<file path="config.mk">
export PLATFORM = sky130hd
export DESIGN_NAME = substitution_layer_seq
export DESIGN_NICKNAME = d
export VERILOG_FILES = /design/src/rtl/substitution_layer_seq.sv
export SDC_FILE = /design/constraint.sdc
export NUM_CORES = 1
export LEC_CHECK = 0
export CAP_MARGIN = 10
export CORE_MARGIN = 5
export CORE_UTILIZATION = 25
export DETAILED_ROUTE_END_ITERATION = 7
export PLACE_DENSITY_LB_ADDON = 0.05
export SYNTH_ARGS = -nofsm -noshare
export SYNTH_HDL_FRONTEND = slang
export SYNTH_SLANG_ARGS = --single-unit
</file>
<file path="constraint.sdc">
create_clock -name clock_i -period 9.8 [get_ports clock_i]
set_clock_uncertainty 0.2 [all_clocks]
set_input_delay 1.96 -clock clock_i [delete_from_list [all_inputs] [get_ports clock_i]]
set_output_delay 1.96 -clock clock_i [all_outputs]
set_load 0.005 [all_outputs]
</file>
<file path="src/rtl/substitution_layer_seq.sv">
// Iterative ASCON substitution layer: applies the 5-bit S-box to all
// 64 bit-columns of the 320-bit state, COLS_PER_CYCLE columns per clock.
//
// Ports:
//   clock_i  rising-edge clock
//   reset_i  synchronous active-high reset
//   start_i  request, sampled only while idle
//   state_i  5x64 state, captured on an accepted start
//   state_o  working/result register
//   busy_o   high while columns are being substituted
//   done_o   one-cycle pulse; state_o then holds the result

package substitution_layer_pkg;
    typedef logic [4:0][63:0] type_state;
endpackage

module substitution_layer_seq
    import substitution_layer_pkg::*;
#(
    parameter int COLS_PER_CYCLE = 8
) (
    input  logic      clock_i,
    input  logic      reset_i,
    input  logic      start_i,
    input  type_state state_i,
    output type_state state_o,
    output logic      busy_o,
    output logic      done_o
);

    localparam int NB_STEPS = 64 / COLS_PER_CYCLE;
    localparam int CNT_W    = (NB_STEPS > 1) ? $clog2(NB_STEPS) : 1;
    localparam logic [CNT_W-1:0] LAST = CNT_W'(NB_STEPS - 1);

    generate
        if (COLS_PER_CYCLE != 1  && COLS_PER_CYCLE != 2  &&
            COLS_PER_CYCLE != 4  && COLS_PER_CYCLE != 8  &&
            COLS_PER_CYCLE != 16 && COLS_PER_CYCLE != 32 &&
            COLS_PER_CYCLE != 64) begin : g_bad_cols
            $error("COLS_PER_CYCLE must be a power of two in 1..64");
        end
    endgenerate

    localparam logic [4:0] SBOX [32] = '{
        5'h04, 5'h0b, 5'h1f, 5'h14, 5'h1a, 5'h15, 5'h09, 5'h02,
        5'h1b, 5'h05, 5'h08, 5'h12, 5'h1d, 5'h03, 5'h06, 5'h1c,
        5'h1e, 5'h13, 5'h07, 5'h0e, 5'h00, 5'h0d, 5'h11, 5'h18,
        5'h10, 5'h0c, 5'h01, 5'h19, 5'h16, 5'h0a, 5'h0f, 5'h17
    };

    typedef enum logic {
        IDLE,
        RUN
    } fsm_t;

    fsm_t             fsm_q;
    type_state        state_q;
    type_state        sub_d;
    logic [CNT_W-1:0] step_q;
    logic             busy_q;
    logic             done_q;

    logic [5:0]       col;
    logic [4:0]       sb_in;
    logic [4:0]       sb_out;

    // Substitute only the chunk selected by step_q; every other column
    // passes through untouched. Word 0 supplies the S-box MSB.
    always_comb begin
        sub_d  = state_q;
        col    = '0;
        sb_in  = '0;
        sb_out = '0;
        for (int c = 0; c < COLS_PER_CYCLE; c++) begin
            col    = 6'((int'(step_q) * COLS_PER_CYCLE) + c);
            sb_in  = {state_q[0][col], state_q[1][col], state_q[2][col],
                      state_q[3][col], state_q[4][col]};
            sb_out = SBOX[sb_in];
            sub_d[0][col] = sb_out[4];
            sub_d[1][col] = sb_out[3];
            sub_d[2][col] = sb_out[2];
            sub_d[3][col] = sb_out[1];
            sub_d[4][col] = sb_out[0];
        end
    end

    always_ff @(posedge clock_i) begin
        if (reset_i) begin
            fsm_q   <= IDLE;
            state_q <= '0;
            step_q  <= '0;
            busy_q  <= 1'b0;
            done_q  <= 1'b0;
        end else begin
            done_q <= 1'b0;
            unique case (fsm_q)
                IDLE: begin
                    if (start_i) begin
                        state_q <= state_i;
                        step_q  <= '0;
                        busy_q  <= 1'b1;
                        fsm_q   <= RUN;
                    end
                end
                RUN: begin
                    state_q <= sub_d;
                    if (step_q == LAST) begin
                        step_q <= '0;
                        busy_q <= 1'b0;
                        done_q <= 1'b1;
                        fsm_q  <= IDLE;
                    end else begin
                        step_q <= step_q + 1'b1;
                    end
                end
            endcase
        end
    end

    assign state_o = state_q;
    assign busy_o  = busy_q;
    assign done_o  = done_q;

endmodule
</file>
==> metrics.csv <==
metric;value;unit
status;finished clean;
wire_per_inst;32.1;um
grt_pass1_vias;20201;
syn_area;0.0179;mm^2
worstPathMaxFanout;56;
maxCapViolations;0;
setup_viol_count_final;0;
synth_mux_area_share;10.7;%
r2r-start;step_q[0]$_SDFFE_PP0P_;
root_buffer;clkbuf_16;
hold_viol_final;0;
yosysUniqueCellTypes;78;
synth_seq_area_share;36.5;%
drtPass1Iterations;6;
ys_warn_count;0;
synth_nets;2357;
portBuffers;644;
path_class;flop to flop;
ys_async_sr_fraction;0;%
drv_slew;0;
dieArea;0.0769;mm^2
min_delay_path_depth;2;
dp.cells;3452;
synth_top_family_by_area;compound AO/OA/AOI/OAI gates;
clkPwrFrac;34.0;%
p_sw_share;35.7;%
p_int;3.07;mW
ant_nets;0;
vias;19739;
synth-edff-count;0;
grtUsageTotal;27.8;%
hold_start;state_o[227]$_SDFFE_PP0P_;
yosys.area_share.adder;1.37;%
startpoint;step_q[0]$_SDFFE_PP0P_;
synthSimpleGateAreaFrac;16.7;%
hp-class;flop to flop;
core;0.0711;mm^2
avgSynthCellArea;8.86;um^2
rrSetupSlack;4.45;ns
clk_latency;0.57;ns
cts_made_buffers;41;
drt_iter0_drc;1665;
grt_pass1_wl;158000;um
antenna_found_initial;15;
crit_required;10.07;ns
die_y;277;um
power_per_cell_area;181;mW/mm^2
vdd_drop_max;0.105;mV
final.setup.tns;0;ns
power.leakage;9.55;nW
power.total;4.77;mW
crit_family;compound AO/OA/AOI/OAI gates;
cp-end-kind;flop;
cts.sinks;326;
drt-total-wl;113000;um
cts_buffer_depth;3;
power_frac_seq;32.9;%
ys_seq_elements;326;
routabilityCongestion;0.845;
post-route-drc-count;0;
crit_buf_inv;1;
cts_setup_buffers;0;
start_util;25.1;%
ios;645;
grt_max_degree;170;
synth-xor-area-share;2.77;%
crit_slowest_cell;xnor2_1;
synth-compound-area-share;26.7;%
maxSlewHeadroom;13.2;%
r2r_end;state_o[221]$_SDFFE_PP0P_;
fin_crit;5.35;ns
hold_end;state_o[227]$_SDFFE_PP0P_;
reg2reg_depth;9;
clk_pin_slew;0.06;ns
overflow;0;
rsz0062_at_grt;no;
layout_setup_ws;4.45;ns
final_nets;2886;
via_per_inst;5.59;
cts_tree;built;
num_rows;98;
p_comb_share;33.2;%
synth_ff_type;dfxtp_1;
min_period_over_period;54.6;%
cp_cell_sequence;buf_4 -> nor2b_1 -> a22oi_1 -> o221ai_1 -> ha_1 -> nand2_1 -> xnor2_1 -> o21ai_0 -> a211oi_1;
hpwlAfterDp;82000;um
syn_to_final_growth;48.0;%
drive_above_1_share;11.3;%
htree_num_levels;2;
critPathLaunchType;flop;
cp_slowest_stage_delay;0.96;ns
cts_resized;0;
fmax;187;MHz
syn_inst;2016;
switchingPower;1.70;mW
die_x;277;um
instances_no_fill;3529;
cts_hold_buffers;0;
worst_pin_slew;1.30;ns
cp.arrival;5.62;ns
post-place-ws;4.28;ns
-- synthesized netlist by cell type (all sizes together) (8+ instances only) --
master	n	area [um^2]
dfxtp	326	6530
nor2	279	1050
nand2	164	616
clkbuf	152	572
a21oi	133	677
and3	101	632
a221oi	98	877
a22oi	95	723
mux2	59	664
a211oi	58	445
mux2i	57	623
o22ai	46	288
o21ai	45	229
buf	38	317
mux4	28	631
nand3	27	135
a2111oi	26	310
o221a	26	293
a31oi	18	113
ha	18	225
o221ai	18	211
xnor2	18	203
o32ai	17	156
or3	16	100
nand2b	12	75.1
nor3	12	65.1
xor2	12	113
inv	11	41.3
nand3b	10	75.1
o21a	10	75.1
nor2b	9	58.8
o211ai	9	67.6
xnor3	8	180
-- worst min-delay path, stage by stage, from the launching register on --
cell and delay (ns):
dfxtp_1 0.32, nand2_1 0.06, a31oi_1 0.07
-- state kept, by name (all words and copies together), names as in the netlist --
register and flops:
state_o 320, fsm_q 1, done_o 1, busy_o 1, step_q 3
-- metrics by stage --
step           hold WS (ns)  area, um^2  util, %
3_5_place_dp          0.291       25000     35.2
5_1_grt               0.324       26400     37.2
2_1_floorplan         0.281       17900        -
4_1_cts               0.305       26400     37.1
3_3_place_gp          0.284       25000     35.2
6_report              0.304       26400     37.2
-- cells in the final DEF, fill, tap and decap left out, types with 11 or more instances in the layout --
master	count
clkdlybuf4s50_1	642
dfxtp_1	323
nor2_1	267
nand2_1	161
a21oi_1	130
and3_1	101
a221oi_1	95
a22oi_1	93
mux2_2	59
a211oi_1	56
mux2i_1	50
o22ai_1	46
clkbuf_16	43
o21ai_0	35
buf_4	32
mux4_2	28
o221a_2	26
nand3_1	25
a31oi_1	18
ha_1	18
o32ai_1	16
or3_1	16
clkbuf_8	15
o221ai_1	13
a2111oi_2	13
nand2b_1	12
xnor2_1	12
a2111oi_0	12
xor2_1	11
nor2_4	11
-- logic make-up after synthesis --
logic type                 after synthesis
muxes                                  144
and+or+nand+nor                        655
DFF                                    326
AOI/OAI and AO/OA                      632
adders and majority gates               20
buffers and inverters                  201
xor gates and xnor gates                38
-- power by group through the flow --
stage	clock network [mW]	logic (mW)	registers (mW)
finish	1.62	1.58	1.57
global route	1.69	1.67	1.58
CTS	1.65	1.59	1.57
detailed placement	0	1.58	1.59
global placement	0	1.57	1.59
floorplan	0	0.752	1.54
-- metal layers --
metal  vias up  global-route usage, %  wire length, um
li1       8692                      -                -
met4        10                   6.49             2750
met1      9968                   34.9            47000
met5         -                      0               61
met2       914                   49.1            56200
met3       155                   5.67             7410
-- area by class of cell --
type                            count  area [um^2]
Antenna cell                        6         15.0
Clock buffer                       66         1310
Inverter                           11         46.3
Sequential cell                   326         6540
Clock inverter                      5          104
Timing Repair Buffer              676         6700
Fill cell                        7151        44700
Multi-Input combinational cell   1489        10500
Tap cell                          950         1190
-- worst max-delay path by stage --
stage,endpoint,slack [ns],depth (start not counted)
4_1_cts,state_o[221]$_SDFFE_PP0P_,4.27,9
6_report,state_o[221]$_SDFFE_PP0P_,4.45,9
5_1_grt,state_o[213]$_SDFFE_PP0P_,4.09,9
3_3_place_gp,state_o[281]$_SDFFE_PP0P_,4.29,7
3_5_place_dp,state_o[221]$_SDFFE_PP0P_,4.28,9
2_1_floorplan,state_o[269]$_SDFFE_PP0P_,6.02,7
Power figures use the tool's default switching activity.
